===== src/rtl/if_stage_pkg.sv =====
// Shared definitions for the instruction-fetch stage: widths, reset PC and
// the fetch state encoding.
package if_stage_pkg;

  localparam int unsigned PC_W_DEF     = 32;
  localparam int unsigned INST_W       = 32;
  localparam logic [31:0] RESET_PC_DEF = 32'h1c00_0000;

  typedef enum logic [1:0] {
    S_REQ  = 2'd0,
    S_WAIT = 2'd1,
    S_HOLD = 2'd2
  } fetch_state_e;

endpackage


===== src/rtl/if_stage_if.sv =====
// Instruction RAM bus between the fetch stage (master) and inst RAM (slave).
//   inst_req_valid / inst_req_ready / inst_addr : one-word read request
//   inst_rsp_valid / inst_rdata                 : read data, one per accepted request
interface if_stage_if;
  import if_stage_pkg::*;

  logic                  inst_req_valid;
  logic                  inst_req_ready;
  logic [PC_W_DEF-1:0]   inst_addr;
  logic                  inst_rsp_valid;
  logic [INST_W-1:0]     inst_rdata;

  modport master (
    output inst_req_valid, inst_addr,
    input  inst_req_ready, inst_rsp_valid, inst_rdata
  );

  modport slave (
    input  inst_req_valid, inst_addr,
    output inst_req_ready, inst_rsp_valid, inst_rdata
  );

endinterface


===== src/rtl/if_stage.sv =====
// Instruction-fetch stage. Holds the fetch PC, issues one word request at a
// time to inst RAM, buffers the returned word and presents {PC, Inst} to ID.
// A flush restarts fetch at flush_pc; a response already in flight is dropped.
// Ports:
//   clk, reset (async, active-low)
//   ibus        inst RAM request/response bus (master side)
//   flush       redirect fetch to flush_pc
//   halt        stop issuing new requests
//   right_valid {PC, Inst} valid to ID;  right_ready ID allowin
//   PC, Inst    presented instruction
//
// state  | meaning
// S_REQ  | request presented to inst RAM (unless halt/flush)
// S_WAIT | one request outstanding; drop_q marks it as flushed
// S_HOLD | word buffered, right_valid=1 until ID accepts it
module if_stage
  import if_stage_pkg::*;
#(
  parameter int unsigned     PC_W     = PC_W_DEF,
  parameter logic [PC_W-1:0] RESET_PC = RESET_PC_DEF
) (
  input  logic              clk,
  input  logic              reset,
  if_stage_if.master        ibus,
  input  logic              flush,
  input  logic [PC_W-1:0]   flush_pc,
  input  logic              halt,
  output logic              right_valid,
  input  logic              right_ready,
  output logic [PC_W-1:0]   PC,
  output logic [INST_W-1:0] Inst
);

  fetch_state_e    state_q, state_nxt;
  logic [PC_W-1:0] pc_q;
  logic [PC_W-1:0] req_pc_q;
  logic            drop_q, drop_nxt;
  logic            req_fire;
  logic            load_buf;
  logic            flush_pc_unused;

  // Redirect targets are forced to word alignment, so the byte offset is ignored.
  assign flush_pc_unused = ^flush_pc[1:0];

  // reset is folded in so no request is seen while reset is held.
  assign ibus.inst_req_valid = reset & (state_q == S_REQ) & ~halt & ~flush;
  assign ibus.inst_addr      = pc_q;
  assign req_fire            = ibus.inst_req_valid & ibus.inst_req_ready;
  assign right_valid         = (state_q == S_HOLD);

  always_ff @(posedge clk or negedge reset) begin
    if (!reset) begin
      state_q  <= S_REQ;
      pc_q     <= {RESET_PC[PC_W-1:2], 2'b00};
      req_pc_q <= '0;
      drop_q   <= 1'b0;
      PC       <= '0;
      Inst     <= '0;
    end else begin
      state_q <= state_nxt;
      drop_q  <= drop_nxt;
      if (flush)
        pc_q <= {flush_pc[PC_W-1:2], 2'b00};
      else if (req_fire)
        pc_q <= pc_q + PC_W'(4);
      if (req_fire)
        req_pc_q <= pc_q;
      if (load_buf) begin
        PC   <= req_pc_q;
        Inst <= ibus.inst_rdata;
      end
    end
  end

  // Responses outside S_WAIT (e.g. one left over from before a reset) are ignored.
  always_comb begin
    state_nxt = state_q;
    drop_nxt  = drop_q;
    load_buf  = 1'b0;
    case (state_q)
      S_REQ: begin
        if (req_fire)
          state_nxt = S_WAIT;
      end
      S_WAIT: begin
        if (flush) begin
          if (ibus.inst_rsp_valid) begin
            state_nxt = S_REQ;
            drop_nxt  = 1'b0;
          end else begin
            drop_nxt  = 1'b1;
          end
        end else if (ibus.inst_rsp_valid) begin
          if (drop_q) begin
            state_nxt = S_REQ;
            drop_nxt  = 1'b0;
          end else begin
            state_nxt = S_HOLD;
            load_buf  = 1'b1;
          end
        end
      end
      S_HOLD: begin
        if (flush || right_ready)
          state_nxt = S_REQ;
      end
      default: begin
        state_nxt = S_REQ;
        drop_nxt  = 1'b0;
      end
    endcase
  end

endmodule


===== src/flat_wrapper.sv =====
// flat-port wrapper written by rule: the top's interface ports become plain ports
module if_stage_flat import if_stage_pkg::*;
#(
  parameter int unsigned     PC_W     = PC_W_DEF,
  parameter logic [PC_W-1:0] RESET_PC = RESET_PC_DEF
)
  (clk, reset, flush, flush_pc, halt, right_valid, right_ready, PC, Inst, ibus_inst_req_valid, ibus_inst_addr, ibus_inst_req_ready, ibus_inst_rsp_valid, ibus_inst_rdata);
  if_stage_if ibus_i ();
  input  logic clk;
  input  logic reset;
  input  logic flush;
  input  logic [PC_W-1:0] flush_pc;
  input  logic halt;
  output logic right_valid;
  input  logic right_ready;
  output logic [PC_W-1:0] PC;
  output logic [INST_W-1:0] Inst;
  output wire logic [$bits(ibus_i.inst_req_valid)-1:0] ibus_inst_req_valid;
  output wire logic [$bits(ibus_i.inst_addr)-1:0] ibus_inst_addr;
  input wire logic [$bits(ibus_i.inst_req_ready)-1:0] ibus_inst_req_ready;
  input wire logic [$bits(ibus_i.inst_rsp_valid)-1:0] ibus_inst_rsp_valid;
  input wire logic [$bits(ibus_i.inst_rdata)-1:0] ibus_inst_rdata;
  assign ibus_inst_req_valid = ibus_i.inst_req_valid;
  assign ibus_inst_addr = ibus_i.inst_addr;
  assign ibus_i.inst_req_ready = ibus_inst_req_ready;
  assign ibus_i.inst_rsp_valid = ibus_inst_rsp_valid;
  assign ibus_i.inst_rdata = ibus_inst_rdata;
  if_stage #(.PC_W(PC_W), .RESET_PC(RESET_PC)) u_core (.clk(clk), .reset(reset), .ibus(ibus_i), .flush(flush), .flush_pc(flush_pc), .halt(halt), .right_valid(right_valid), .right_ready(right_ready), .PC(PC), .Inst(Inst));
endmodule

===== config.mk =====
export PLATFORM = sky130hd
export DESIGN_NAME = if_stage_flat
export DESIGN_NICKNAME = d
export VERILOG_FILES = /design/src/rtl/if_stage_pkg.sv /design/src/rtl/if_stage_if.sv /design/src/rtl/if_stage.sv /design/src/flat_wrapper.sv
export SDC_FILE = /design/constraint.sdc
export NUM_CORES = 1
export LEC_CHECK = 0
export BUFFER_PORTS_ARGS = -buffer_cell sky130_fd_sc_hd__buf_2
export CAP_MARGIN = 10
export CORE_MARGIN = 4
export CORE_UTILIZATION = 45
export CTS_CLUSTER_DIAMETER = 40
export DETAILED_ROUTE_END_ITERATION = 8
export GPL_TIMING_DRIVEN = 1
export PLACE_DENSITY_LB_ADDON = 0.3
export RECOVER_POWER = 100
export REMOVE_ABC_BUFFERS = 1
export SLEW_MARGIN = 40
export SYNTH_ARGS = -nofsm -noshare
export SYNTH_HDL_FRONTEND = slang
export SYNTH_SLANG_ARGS = --single-unit

===== constraint.sdc =====
create_clock -name clk -period 2.1 [get_ports clk]
set_input_delay 0.525 -clock clk [delete_from_list [all_inputs] [get_ports clk]]
set_output_delay 0.525 -clock clk [all_outputs]
set_load 0.005 [all_outputs]

==> results of run 1 <==
## what timing repair did
| item | in CTS | in global routing |
|---|---|---|
| setup endpoints to repair | 0 | 3 |
| gates resized for setup | 0 | 1 |
| endpoints found under the hold margin | 0 | 0 |
| buffers inserted | 0 | 3 |
| hold buffers | 0 | 0 |
## where the power goes
group / switching, W / internal, W
combinational: 0.000577 / 0.000671
clock: 0.000981 / 0.00203
sequential: 0.000321 / 0.00297
total: 0.00188 / 0.00568
## final cells by class
class	count	share of cell area, %
flip-flops and latches	125	44.4
multi-input cells	325	30.1
repair buffers	194	13.6
clock buffers	28	7.89
well taps	143	2.54
clock inverters	4	1.03
inverters	8	0.426
## sequential cells by signal, indices dropped and copies added, names as in the netlist
signal and count:
u_core.drop_q 1, u_core.state_q 2, u_core.ibus.inst_addr 30, u_core.req_pc_q 30, u_core.Inst 32, u_core.PC 30
## cells in the mapped netlist (2+ instances only)
library cell	n	area (um^2)
or3_1	4	25.0
nor2b_1	3	18.8
dfstp_2	3	78.8
clkbuf_1	11	41.3
o21ai_0	17	85.1
nand3_1	22	110
dfrtp_1	122	3050
buf_4	4	30.0
nand2_1	116	435
a21oi_1	4	20.0
mux2_1	5	56.3
a22oi_1	4	30.0
nor4_1	3	18.8
nand2b_1	2	12.5
a21o_1	2	15.0
buf_2	13	65.1
o211ai_1	12	90.1
and2_1	2	12.5
nand4_1	10	62.6
o311ai_0	8	70.1
nor3_1	3	15.0
nor2_1	17	63.8
o311ai_1	7	61.3
mux2_2	57	642
nor4_4	2	42.5
nand4b_1	2	17.5
inv_1	8	30.0
## worst paths after layout
| kind | slack [ps] | cells after the start | startpoint | end |
|---|---|---|---|---|
| setup / recovery | 170 | 3 | u_core.state_q[1]$_DFFE_PN0P_ | u_core.Inst[1]$_DFFE_PN0P_ |
| hold / removal | 330 | 3 | flush_pc[17] | u_core.ibus.inst_addr[17]$_DFFE_PN0P_ |
| setup reg to reg | 170 | 3 | u_core.state_q[1]$_DFFE_PN0P_ | u_core.Inst[1]$_DFFE_PN0P_ |
| max in group asynchronous | 450 | 3 | reset | u_core.ibus.inst_addr[28]$_DFFE_PN1P_ |
| min in group asynchronous | 580 | 2 | reset | u_core.ibus.inst_addr[30]$_DFFE_PN0P_ |
| hold reg to reg | 470 | 2 | u_core.req_pc_q[5]$_DFFE_PN0P_ | u_core.req_pc_q[5]$_DFFE_PN0P_ |
## per-layer routing
layer	up-vias	part of all wire (%)	wire length (um)
li1	2078	-	-
met1	2068	46	6200
met2	174	45	6120
met3	20	6.9	930
met4	2	1.8	238
met5	-	0.052	7
## layout by cell type, fill, tap and decap left out, types with 10 or more instances in the layout
cell and count:
nand4_1 10, clkbuf_16 17, mux2_2 57, dfrtp_1 122
clkbuf_1 54, buf_2 120, buf_4 18, o311ai_0 13
nand2_1 116, nand3_1 22, o211ai_1 12, o21ai_0 17
nor2_1 16
## critical path, cell delays in order, from the launching register on
cell,delay (ps)
dfrtp_1,510
nor4_2,340
buf_4,500
mux2_2,400
## cell families (layout without fill, tap and decap cells)
logic type               after synthesis  count (layout)  share of synthesized area [%]
multiplexers                          62              62                           12.9
other                                  1               4                         0.0691
buffers and inverters                 38             234                           3.23
AND/OR/NAND/NOR                      195             195                           17.7
flip-flops                           125             125                           57.7
XOR/XNOR                               2               2                          0.323
AO/OA/AOI/OAI                         61              61                           7.91
adder cells (fa/ha/maj)                1               1                          0.230
## stage by stage
step	total power [W]	util, %	setup slack (ps)	hold slack [ps]
after floorplan	0.00389	-	-1070	229
after global placement	0.00460	56.2	17.5	452
after detailed placement	0.00467	56.2	-11.5	458
after CTS	0.00772	61.6	104	305
after global routing	0.00799	60.7	24.4	316
final	0.00755	60.7	168	326
==> flow_metrics.tcl, run 1 <==
set metrics [dict create \
    arrival_ps 2220 \
    synthDistinctLibCells 49 \
    initialDrtViolationCount 203 \
    setup_violations 0 \
    ctsHtreeMaxLevel 4 \
    layout-drive-gt1-share_pct 35.1 \
    timing.fmax_mhz 518 \
    cts.sinks 125 \
    final_cell_area_um2 7050 \
    fillCellCount 1014 \
    synth-seq-area-share_pct 57.7 \
    fp.dieArea_um2 13900 \
    n_antenna_cell 0 \
    fp.dieW_um 118 \
    first_pass_iters 5 \
    grt_start_max_net_pins 57 \
    grt_util_met3_pct 6.30 \
    dp.final_hpwl_um 9770 \
    drv_slew 0 \
    ir_worst_vdd_mv 0.549 \
    ys_warn_count 0 \
    synth_area_um2 5430 \
    critPathRequiredTime_ps 2390 \
    syn_to_final_growth_pct 29.9 \
    wl_um 13500 \
    cts_buffers 17 \
    die_h_um 118 \
    post-route-period-util_pct 92.0 \
    start_util_pct 46.7 \
    io_pins 169 \
    drc_errors 0 \
    grt_pass1_vias 4328 \
    cts_tree "built" \
    start_kind "flip-flop" \
    vias 4342 \
    rsz0062_at_grt "no" \
    finalNonFillerCells 827 \
    cp-end-kind "flip-flop" \
    hold_violations 0 \
    post_drt_via_cell_ratio 5.25 \
    postSynthAreaPerCell_um2 11.2 \
    ys.flop_type "dfrtp_1" \
    path_class "flip-flop to flip-flop" \
    nets 743 \
    use_met2_pct 29.9 \
    register_area_um2 3130 \
    worstHoldPathType "input port to flip-flop" \
    status "finished clean" \
    grt-busiest-layer "met2" \
    power_density_nw_per_um2 1070 \
    track_usage_pct 20.4 \
    placed_area_um2 6520 \
    rows 39 \
    synth_edf_count 0 \
    antenna_found_initial 1 \
    leakage_nw 3.46 \
    ys_seq_elements 125 \
    syn-instance-count 485 \
    routabilityCongestion 0.846 \
    fin_crit_ps 1930 \
    overflow 0 \
    io_buffers 162 \
    slew_headroom_pct 52.7 \
    placed_cells 792 \
    async_reset_ff_share_pct 100 \
    fin_skew_ps 5.20 \
    core_area_um2 11600 \
    setup_tns_ps 0 \
    clk_latency_ps 410 \
    clock_path_buffers 2 \
    worstMarginPinSlew_ps 710 \
    met1_usage_pct 28.5 \
    ctsRootBufferMaster "clkbuf_16" \
    path_clk_slew_ps 50 \
    grt_pass1_wl_um 22700 \
    multi_input_area_um2 2120 \
    drv_cap 0 \
    worstPathMaxFanout 43 \
    wl_per_cell_um 16.3 \
    ant_nets 0 \
]
Power figures use the tool's default switching activity.
==> run 2, diff against run 1 <==
==> constraint.sdc (replaced) <==
create_clock -name clk -period 1.8 [get_ports clk]
set_input_delay 0.45 -clock clk [delete_from_list [all_inputs] [get_ports clk]]
set_output_delay 0.45 -clock clk [all_outputs]
set_load 0.05 [all_outputs]
==> flow_metrics.tcl, run 2 (same netlist as run 1, synthesis figures left out) <==
set metrics [dict create \
    grt_pass1_wl_um 23700 \
    critical_path.startpoint "u_core.state_q[0]$_DFFE_PN0P_" \
    ctsHtreeMaxLevel 4 \
    ctsRootBufferMaster "clkbuf_16" \
    leakage_nw 3.89 \
    drc_errors 0 \
    worst-r2r-cell-count 8 \
    setup_slack_ps -84.6 \
    cpMaxStageDelayCell "dfrtp_1" \
    cts.sinks 125 \
    clock_path_buffers 2 \
    grt_pass1_vias 4593 \
    setup_violations 6 \
    critPathRequiredTime_ps 2100 \
    ir_worst_vdd_mv 0.640 \
    timing.fmax_mhz 531 \
    power.total_w 0.0104 \
    fin_crit_ps 1880 \
    worstPathMaxFanout 7 \
    setup_tns_ps -333 \
    drv_slew 0 \
    r2r_end "u_core.ibus.inst_addr[19]$_DFFE_PN0P_" \
    power_density_nw_per_um2 1380 \
    critPathMaxStageDelay_ps 390 \
    die_h_um 118 \
    start_kind "flip-flop" \
    failed_checks "negative setup slack" \
    wl_per_cell_um 16.7 \
    crit_top_cell "buf_6" \
    reg2reg_slack_ps -80 \
    preCtsSetupSlack_ps -204 \
    cp_cell_sequence "nand4bb_4, buf_6, nor3_4, buf_4, buf_6, buf_6, nand4_1, a31o_2" \
    largest_reg_flops 32 \
    cp-end-kind "flip-flop" \
    track_usage_pct 21.2 \
    n_antenna_cell 0 \
    p_clk_share_pct 30.5 \
    hold_violations 0 \
    wl_um 14500 \
    path_class "flip-flop to flip-flop" \
    fp.dieArea_um2 13900 \
    post_drt_via_cell_ratio 5.27 \
    finalNonFillerCells 866 \
    worstMarginPinSlew_ps 1120 \
    top_register "u_core.Inst" \
    cts_tree "built" \
    io_buffers 162 \
    drv_cap 0 \
    vias 4564 \
    io_pins 169 \
    syn_to_final_growth_pct 39.5 \
    path_clk_slew_ps 50 \
    fillCellCount 926 \
    grt_start_max_net_pins 126 \
    post-route-period-util_pct 105 \
    dp.final_hpwl_um 10100 \
    critPathCapture "u_core.ibus.inst_addr[19]$_DFFE_PN0P_" \
    clk_latency_ps 410 \
    status "complete, but fails checks" \
    rr_startpoint "u_core.state_q[0]$_DFFE_PN0P_" \
    path_buf_inv 4 \
    fp.dieW_um 118 \
    layout-drive-gt1-share_pct 48.0 \
    register_area_um2 3140 \
    pwr-share-seq_pct 36.5 \
    final_common_cell "buf_2" \
    slew_headroom_pct 25.2 \
    overflow 0 \
    layout_common_cells "buf_2, dfrtp_1, nand2_1" \
    initialDrtViolationCount 372 \
    placed_cells 820 \
    fin_skew_ps 4.96 \
    rsz0062_at_grt "yes" \
    first_pass_iters 4 \
    arrival_ps 2180 \
    p_int_w 0.00644 \
    nets 782 \
    cts_buffers 17 \
    core_area_um2 11600 \
    antenna_found_initial 1 \
    holdWs_ps 251 \
    netSwitchingPower_w 0.00401 \
    worstHoldPathType "input port to flip-flop" \
    crit_family "simple AND/OR/NAND/NOR gates" \
    cp.depth 8 \
    rows 39 \
    routabilityCongestion 0.860 \
    multi_input_area_um2 2260 \
    start_util_pct 46.7 \
    p_comb_share_pct 33.0 \
    switching_share_pct 38.3 \
    ant_nets 0 \
]
[run 2: worst reg2reg max path: cells and delay by family (launching register included)]
kind                   cells  cell delay (ps)
AO/OA/AOI/OAI              1              260
buffers and inverters      4              550
flip-flops                 1              390
AND/OR/NAND/NOR            3              560
[run 2: cell type report]
cell class	count	share of cell area (%)
Multi-Input combinational cell	325	29.9
Timing Repair Buffer	233	18.6
Clock buffer	25	6.54
Tap cell	143	2.36
Clock inverter	7	0.826
Inverter	8	0.396
Sequential cell	125	41.4
[run 2: how the worst min path moves through the flow]
stage	from	end	cells after the start	slack, ps
5_1_grt	ibus_inst_rdata[21]	u_core.Inst[21]$_DFFE_PN0P_	2	240
3_3_place_gp	u_core.req_pc_q[26]$_DFFE_PN0P_	u_core.req_pc_q[26]$_DFFE_PN0P_	2	450
6_report	ibus_inst_rdata[21]	u_core.Inst[21]$_DFFE_PN0P_	2	250
2_1_floorplan	reset	u_core.Inst[0]$_DFFE_PN0P_	0	150
3_5_place_dp	u_core.req_pc_q[18]$_DFFE_PN0P_	u_core.req_pc_q[18]$_DFFE_PN0P_	2	460
4_1_cts	flush_pc[10]	u_core.ibus.inst_addr[10]$_DFFE_PN0P_	3	230
[run 2: metal layers]
metal	track usage, %	vias to the layer above	part of all wire, %
li1	-	2154	-
met1	28.4	2191	43
met2	32.5	193	48
met3	6.73	24	7.7
met4	7.69	2	1.7
met5	0	-	0.048
[run 2: stage by stage]
step / cell area (um^2) / util [%]
floorplan: 5300 / -
global placement: 6750 / 58.1
detailed placement: 6750 / 58.1
CTS: 7350 / 63.3
global route: 7570 / 65.2
finish: 7570 / 65.2
[run 2: power groups by stage]
stage,registers (W),logic [W],clock network (W)
detailed placement,0.00386,0.00344,0
global route,0.00391,0.00364,0.00340
floorplan,0.00562,0.000660,0
CTS,0.00382,0.00345,0.00326
finish,0.00381,0.00345,0.00318
global placement,0.00381,0.00339,0
[run 2: repair_timing]
item	4_1_cts	5_1_grt
setup buffers	1	12
gates cloned	0	1
pin swaps	0	17
gates resized for setup	9	45
hold buffers	0	0
endpoints found under the setup margin	4	60
